$ cat config.mk
export PLATFORM = sky130hd
export DESIGN_NAME = pipelined_control_unit
export DESIGN_NICKNAME = d
export VERILOG_FILES = /design/src/rtl/pipelined_control_unit.sv
export SDC_FILE = /design/constraint.sdc
export NUM_CORES = 1
export LEC_CHECK = 0
export ABC_AREA = 1
export ABC_CLOCK_PERIOD_IN_PS = 1700
export CAP_MARGIN = 25
export CORE_ASPECT_RATIO = 0.8
export CORE_MARGIN = 5
export CORE_UTILIZATION = 40
export CTS_CLUSTER_SIZE = 10
export DETAILED_ROUTE_END_ITERATION = 12
export GPL_TIMING_DRIVEN = 0
export PLACE_DENSITY = 0.72
export SLEW_MARGIN = 40
export SYNTH_ARGS = -nofsm -noshare
export SYNTH_HDL_FRONTEND = slang
export SYNTH_SLANG_ARGS = --single-unit
$ cat constraint.sdc
create_clock -name clk -period 1.7 [get_ports clk]
set_clock_uncertainty 0.05 [all_clocks]
set_input_delay 0.34 -clock clk [delete_from_list [all_inputs] [get_ports clk]]
set_output_delay 0.34 -clock clk [all_outputs]
set_load 0.02 [all_outputs]
$ cat src/rtl/pipelined_control_unit.sv
// Pipelined control unit: combinational D-stage decode feeding E/M/W control
// registers, with a busy counter that holds back mult/div while the unit works.
module pipelined_control_unit #(
  parameter int ALU_W      = 3,
  parameter int MD_LATENCY = 4,
  parameter int EN_MULDIV  = 1
) (
  input  logic             clk,
  input  logic             rst_n,
  input  logic [5:0]       Op,
  input  logic [5:0]       Funct,
  input  logic             StallIn,
  input  logic             FlushE,
  output logic             BranchD,
  output logic             IllegalD,
  output logic             StallMD,
  output logic             MdStartE,
  output logic             RegWriteE,
  output logic             MemtoRegE,
  output logic             MemWriteE,
  output logic             ALUSrcE,
  output logic             RegDstE,
  output logic [ALU_W-1:0] ALUControlE,
  output logic             RegWriteM,
  output logic             MemtoRegM,
  output logic             MemWriteM,
  output logic             RegWriteW,
  output logic             MemtoRegW
);

  typedef struct packed {
    logic             regWrite;
    logic             memtoReg;
    logic             memWrite;
    logic             aluSrc;
    logic             regDst;
    logic             mdStart;
    logic [ALU_W-1:0] aluCtl;
  } ctrlT;

  typedef struct packed {
    logic regWrite;
    logic memtoReg;
    logic memWrite;
  } memCtrlT;

  typedef struct packed {
    logic regWrite;
    logic memtoReg;
  } wbCtrlT;

  localparam logic [ALU_W-1:0] AluAnd = ALU_W'(3'b000);
  localparam logic [ALU_W-1:0] AluOr  = ALU_W'(3'b001);
  localparam logic [ALU_W-1:0] AluAdd = ALU_W'(3'b010);
  localparam logic [ALU_W-1:0] AluSub = ALU_W'(3'b110);
  localparam logic [ALU_W-1:0] AluSlt = ALU_W'(3'b111);
  localparam logic [3:0]       MdLoad = 4'(MD_LATENCY);

  function automatic ctrlT mk(input logic rw, mtr, mw, as, rd, md,
                              input logic [ALU_W-1:0] alu);
    mk = '{regWrite: rw, memtoReg: mtr, memWrite: mw, aluSrc: as,
           regDst: rd, mdStart: md, aluCtl: alu};
  endfunction

  ctrlT       ctrlD, ctrlENext, ctrlE;
  memCtrlT    ctrlM;
  wbCtrlT     ctrlW;
  logic [3:0] mdCnt;

  always_comb begin
    ctrlD    = '0;
    BranchD  = 1'b0;
    IllegalD = 1'b0;
    case (Op)
      6'b000000: begin
        case (Funct)
          6'b100000: ctrlD = mk(1'b1, 1'b0, 1'b0, 1'b0, 1'b1, 1'b0, AluAdd);
          6'b100010: ctrlD = mk(1'b1, 1'b0, 1'b0, 1'b0, 1'b1, 1'b0, AluSub);
          6'b100100: ctrlD = mk(1'b1, 1'b0, 1'b0, 1'b0, 1'b1, 1'b0, AluAnd);
          6'b100101: ctrlD = mk(1'b1, 1'b0, 1'b0, 1'b0, 1'b1, 1'b0, AluOr);
          6'b101010: ctrlD = mk(1'b1, 1'b0, 1'b0, 1'b0, 1'b1, 1'b0, AluSlt);
          6'b011000, 6'b011010: begin
            if (EN_MULDIV != 0) ctrlD = mk(1'b0, 1'b0, 1'b0, 1'b0, 1'b0, 1'b1, AluAnd);
            else                IllegalD = 1'b1;
          end
          default: IllegalD = 1'b1;
        endcase
      end
      6'b001000: ctrlD = mk(1'b1, 1'b0, 1'b0, 1'b1, 1'b0, 1'b0, AluAdd);
      6'b001001: ctrlD = mk(1'b1, 1'b0, 1'b0, 1'b1, 1'b0, 1'b0, AluSub);
      6'b000100: begin
        ctrlD   = mk(1'b0, 1'b0, 1'b0, 1'b0, 1'b0, 1'b0, AluSub);
        BranchD = 1'b1;
      end
      6'b100011: ctrlD = mk(1'b1, 1'b1, 1'b0, 1'b1, 1'b0, 1'b0, AluAdd);
      6'b101011: ctrlD = mk(1'b0, 1'b0, 1'b1, 1'b1, 1'b0, 1'b0, AluAdd);
      default:   IllegalD = 1'b1;
    endcase
  end

  // Only a mult/div waits on the busy unit; everything else flows past it.
  assign StallMD   = (mdCnt != 4'd0) && ctrlD.mdStart;
  assign ctrlENext = (FlushE || StallIn || StallMD) ? '0 : ctrlD;

  always_ff @(posedge clk or negedge rst_n) begin
    if (!rst_n) begin
      ctrlE <= '0;
      ctrlM <= '0;
      ctrlW <= '0;
      mdCnt <= 4'd0;
    end else begin
      ctrlE <= ctrlENext;
      ctrlM <= '{regWrite: ctrlE.regWrite, memtoReg: ctrlE.memtoReg,
                 memWrite: ctrlE.memWrite};
      ctrlW <= '{regWrite: ctrlM.regWrite, memtoReg: ctrlM.memtoReg};
      // A bubbled mult/div never reaches E, so it never arms the counter.
      if (ctrlENext.mdStart)  mdCnt <= MdLoad;
      else if (mdCnt != 4'd0) mdCnt <= mdCnt - 4'd1;
    end
  end

  assign MdStartE    = ctrlE.mdStart;
  assign RegWriteE   = ctrlE.regWrite;
  assign MemtoRegE   = ctrlE.memtoReg;
  assign MemWriteE   = ctrlE.memWrite;
  assign ALUSrcE     = ctrlE.aluSrc;
  assign RegDstE     = ctrlE.regDst;
  assign ALUControlE = ctrlE.aluCtl;
  assign RegWriteM   = ctrlM.regWrite;
  assign MemtoRegM   = ctrlM.memtoReg;
  assign MemWriteM   = ctrlM.memWrite;
  assign RegWriteW   = ctrlW.regWrite;
  assign MemtoRegW   = ctrlW.memtoReg;

endmodule

; ---- After elaboration in Yosys (flattened, before gate mapping)
; Index checks and enable logic that the tools add are counted.
[classes]
n_reduce_logical = 9
n_eq_ne = 12
n_addsub = 1
mux = 8
[op_table]
columns = operator, count
row1 = 9-bit case mux with 6 select lines, 2
row2 = 6-bit equality test (second input constant), 7
row3 = 6-bit by 4-bit equality test with 1-bit output (second input constant), 2
row4 = 6-bit by 5-bit equality test with 1-bit output (second input constant), 2
row5 = 9-bit two-way mux, 1
row6 = 4-bit two-way mux, 2
row7 = 7-bit OR reduction, 1
row8 = 6-bit by 3-bit equality test with 1-bit output (second input constant), 1
row9 = 6-bit logical NOT, 1
row10 = 5-bit OR reduction, 1
row11 = 4-bit nonzero test, 1
row12 = 4-bit by 1-bit subtractor with 4-bit output (second input constant), 1
row13 = 1-bit logical OR, 2
row14 = 1-bit two-way mux, 2
row15 = 1-bit case mux with 2 select lines, 1
row16 = 2-bit nonzero test, 1
row17 = 2-bit OR reduction, 1
row18 = 1-bit logical AND, 1
[totals]
wordCells = 43
inputBits = 16
ff_bits = 18
out_inout_bits = 17

; ---- Logic depth before layout (Yosys ltp)
[logic_depth]
word_depth = 8
ltp_mapped = 8
ltp_nobuf = 8

; ---- Worst setup path before layout
; No wires, ideal clock.
[synth_timing]
path_type = input -> output
from = input port Op[5]
to = output port IllegalD
required_ps = 1310
path_buffers = 0
arrival_time_ps = 1121
stages = 5
path_slack_ps = 189
cell_sequence = nor2_4 > nand2_2 > nor2_8 > nand2_1 > o21ai_1
[synth_between]
elab_chain_len = 3
word_cells_on_any_way = 8
cone_classes = eq/ne (5) / mux (1) / reduce/logical (2)
[synth_rtl]
columns = item, line_no
row1 = start: declaration, 10  ; input logic [5:0] Op,
row2 = 6-bit equality test (tied with other cells), 74  ; case (Op)
row3 = 5-bit OR reduction (no line), n/a
row4 = 1-bit case mux with 2 select lines *, 74
row5 = end: declaration, 15  ; output logic IllegalD,
; Mark *: on every way between the ends. The rest lies on a longest branch, timed or not.

; ---- Worst setup path in the final report
[layout_timing]
from = input port Op[0]
to = output port IllegalD
; Same word-level chain as after synthesis.

==> results_dict.tcl <==
set metrics [dict create \
    wl_per_cell_um 11.9 \
    fin_crit_ns 1.65 \
    max_stage_delay_ns 0.23 \
    route.final.wire_length_um 2250 \
    yosysMostFrequentCell "nand2_1" \
    slew_headroom_pct 70.6 \
    rsz0062_at_grt "false" \
    crit_type "in -> out" \
    cts-root-buf "clkbuf_4" \
    ir_drop_v 0.000340 \
    hold_start "MemtoRegM" \
    critPathCapture "IllegalD" \
    place_area_um2 1320 \
    grt_pass1_wl_um 3710 \
    crit_arrival_ns 1.26 \
    drtIter0Drc 18 \
    p_leak_nw 0.764 \
    final_max_slew_viol_count 0 \
    yosys_warnings 0 \
    cp_num_buf_inv 2 \
    synth_top_area_share_pct 46.5 \
    seq_power_share_pct 42.4 \
    clkPwrFrac_pct 20.8 \
    synth_commonest_cells "19 x nand2_1, 18 x dfrtp_1, 18 x inv_1" \
    end_kind "output pin" \
    cts_tree "built" \
    path_depth 7 \
    r2r-end "mdCnt[0]" \
    syn_area_per_cell_um2 8.57 \
    synth_flop_cell "dfrtp_1" \
    overflow 0 \
    cts_made_buffers 3 \
    core_area_um2 2380 \
    dieWidth_um 65.0 \
    die_h_um 54.0 \
    power.internal_w 0.000833 \
    synth.largest_area_cell "dfrtp_1" \
    critical_path.max_fanout 3 \
    fin_area_um2 1490 \
    drv_cap 0 \
    crit_chain "clkdlybuf4s15_1 -> nor2_4 -> nand2_4 -> nor2_8 -> nand2_1 -> o21ai_2 -> buf_6" \
    synth_edf_count 0 \
    r2r_cells 7 \
    finalNetCount 180 \
    timing.setup.tns_ns 0 \
    clockBufferDepth 2 \
    antenna_found_initial 0 \
    pin_count 33 \
    fmax_ghz 0.606 \
    worstMarginPinSlew_ns 0.440 \
    clkLatencyLatePin_ns 0.29 \
    finalCritPeriodShare_pct 97.1 \
    dpl.hpwl_um 1560 \
    drc 0 \
    ant_nets 0 \
    netlist_instances 113 \
    rows 16 \
    groute.usage.overall_pct 13.9 \
    hold_class "reg -> reg" \
    synth_area_um2 968 \
    path_clk_slew_ns 0.10 \
    synth_seq_area_share_pct 46.5 \
    grt_max_degree 19 \
    die_area_um2 3510 \
    finalSetupViolCount 0 \
    ys_top_cells_by_area "dfrtp_1 47%, nand2_1 7.4%, inv_1 7.0%" \
    critPathTopFamily "simple AND/OR/NAND/NOR gates" \
    critPathLaunchType "input pin" \
    cts_sinks 18 \
    num_vias 897 \
    ff2ff_setup_slack_ns 0.42 \
    power_density_nw_per_um2 832 \
    htreeDepth 1 \
    viasPerCell 4.75 \
    initial_utilization_pct 40.7 \
    diodes 0 \
    async_reset_ff_share_pct 100 \
    rr_startpoint "mdCnt[0]" \
    p_sw_share_pct 32.6 \
    grt_pass1_vias 859 \
    synth_cell_types 20 \
    critPathLaunch "Op[0]" \
    dr.pass1.iters 4 \
    area_delta_synth_final_pct 53.4 \
    gp_congestion 0.838 \
    combPwrFrac_pct 36.8 \
    synth_nets 130 \
    port_buffers 32 \
    switchingPower_w 0.000403 \
    cp_slowest_cell "clkdlybuf4s15_1" \
    hold_viol 0 \
    ys_seq_elements 18 \
    drive_gt1_share_pct 34.0 \
    cp.required_ns 1.31 \
    status "complete, no violations" \
]
-- per-layer routing --
layer	track usage, %	vias up	wire length, um	part of all wire, %
li1	-	454	-	-
met1	17.2	403	1010	45
met2	22.9	32	1080	48
met3	1.67	8	90	4.0
met4	10.0	0	69	3.1
met5	0	-	0	0
-- final cells by class --
class	count	area, um2
multi-input combinational	76	507
sequential	18	450
fill	211	897
clock buffer	4	36.3
inverter	19	71.3
timing repair buffer	45	387
tap	27	33.8
-- repair_timing --
action,4_1_cts,5_1_grt
endpoints found under the setup margin,3,3
gates resized for setup,36,22
buffers inserted,10,2
endpoints found under the hold margin,0,18
pin swaps,11,8
hold buffers,0,1
-- how the worst min path moves through the flow --
stage / endpoint / slack, ns / cells after the start
floorplan: ALUControlE[0] / -0.006 / 0
global route: RegWriteM / 0.34 / 0
finish: MemtoRegW / 0.33 / 0
CTS: RegWriteM / 0.34 / 0
global placement: MemtoRegW / 0.31 / 0
detailed placement: RegWriteM / 0.31 / 0
-- layout by cell type, fill, tap and decap left out, types with 2 or more instances in the layout --
cell type	synthesis	layout
nor2_1	14	13
nand2_4	1	3
nand3_2	5	5
xnor2_1	2	2
inv_1	18	15
clkdlybuf4s15_1	0	3
buf_4	0	11
nand2_1	19	17
clkbuf_2	0	5
nand3_1	7	6
clkbuf_4	0	3
nand3_4	1	2
inv_2	1	4
nor2_4	3	5
o21ai_2	0	2
clkdlybuf4s50_1	0	16
o21ai_0	2	2
a21oi_1	4	4
buf_2	0	2
dfrtp_1	18	18
dlygate4sd2_1	0	4
buf_6	0	3
nand4_1	4	4
nor2_2	7	6
-- state kept, by name (all words and copies together), names as in the netlist --
register	cells
MemtoRegE	1
ALUSrcE	1
RegDstE	1
MemWriteM	1
RegWriteW	1
RegWriteE	1
MemWriteE	1
MdStartE	1
ALUControlE	3
RegWriteM	1
MemtoRegW	1
MemtoRegM	1
mdCnt	4
-- power groups by stage --
stage	logic, W	clock network [W]	registers (W)
floorplan	0.000228	0	0.000524
finish	0.000455	0.000257	0.000524
detailed placement	0.000327	0	0.000529
global placement	0.000311	0	0.000529
global route	0.000519	0.000287	0.000535
CTS	0.000378	0.000262	0.000522
-- stage by stage --
stage / hold WS, ns / total power, W / instances / util [%] / setup slack (ns)
after CTS: 0.337 / 0.00116 / 186 / 60.6 / -0.0244
after global placement: 0.311 / 0.000840 / 172 / 55.5 / -0.816
after floorplan: -0.00559 / 0.000752 / 113 / - / 0.189
after global routing: 0.342 / 0.00134 / 189 / 62.3 / 0.00132
final: 0.334 / 0.00124 / 189 / 62.3 / 0.0489
after detailed placement: 0.314 / 0.000857 / 172 / 55.5 / -0.824
-- logic make-up after synthesis --
kind of cell               after synthesis  share of synthesized area (%)
xor gates and xnor gates                 2                           1.81
DFF                                     18                           46.5
buffers and inverters                   19                           7.36
adders and majority gates                1                           1.29
AOI/OAI and AO/OA                        9                           4.65
and+or+nand+nor                         64                           38.4
Power figures use the tool's default switching activity.
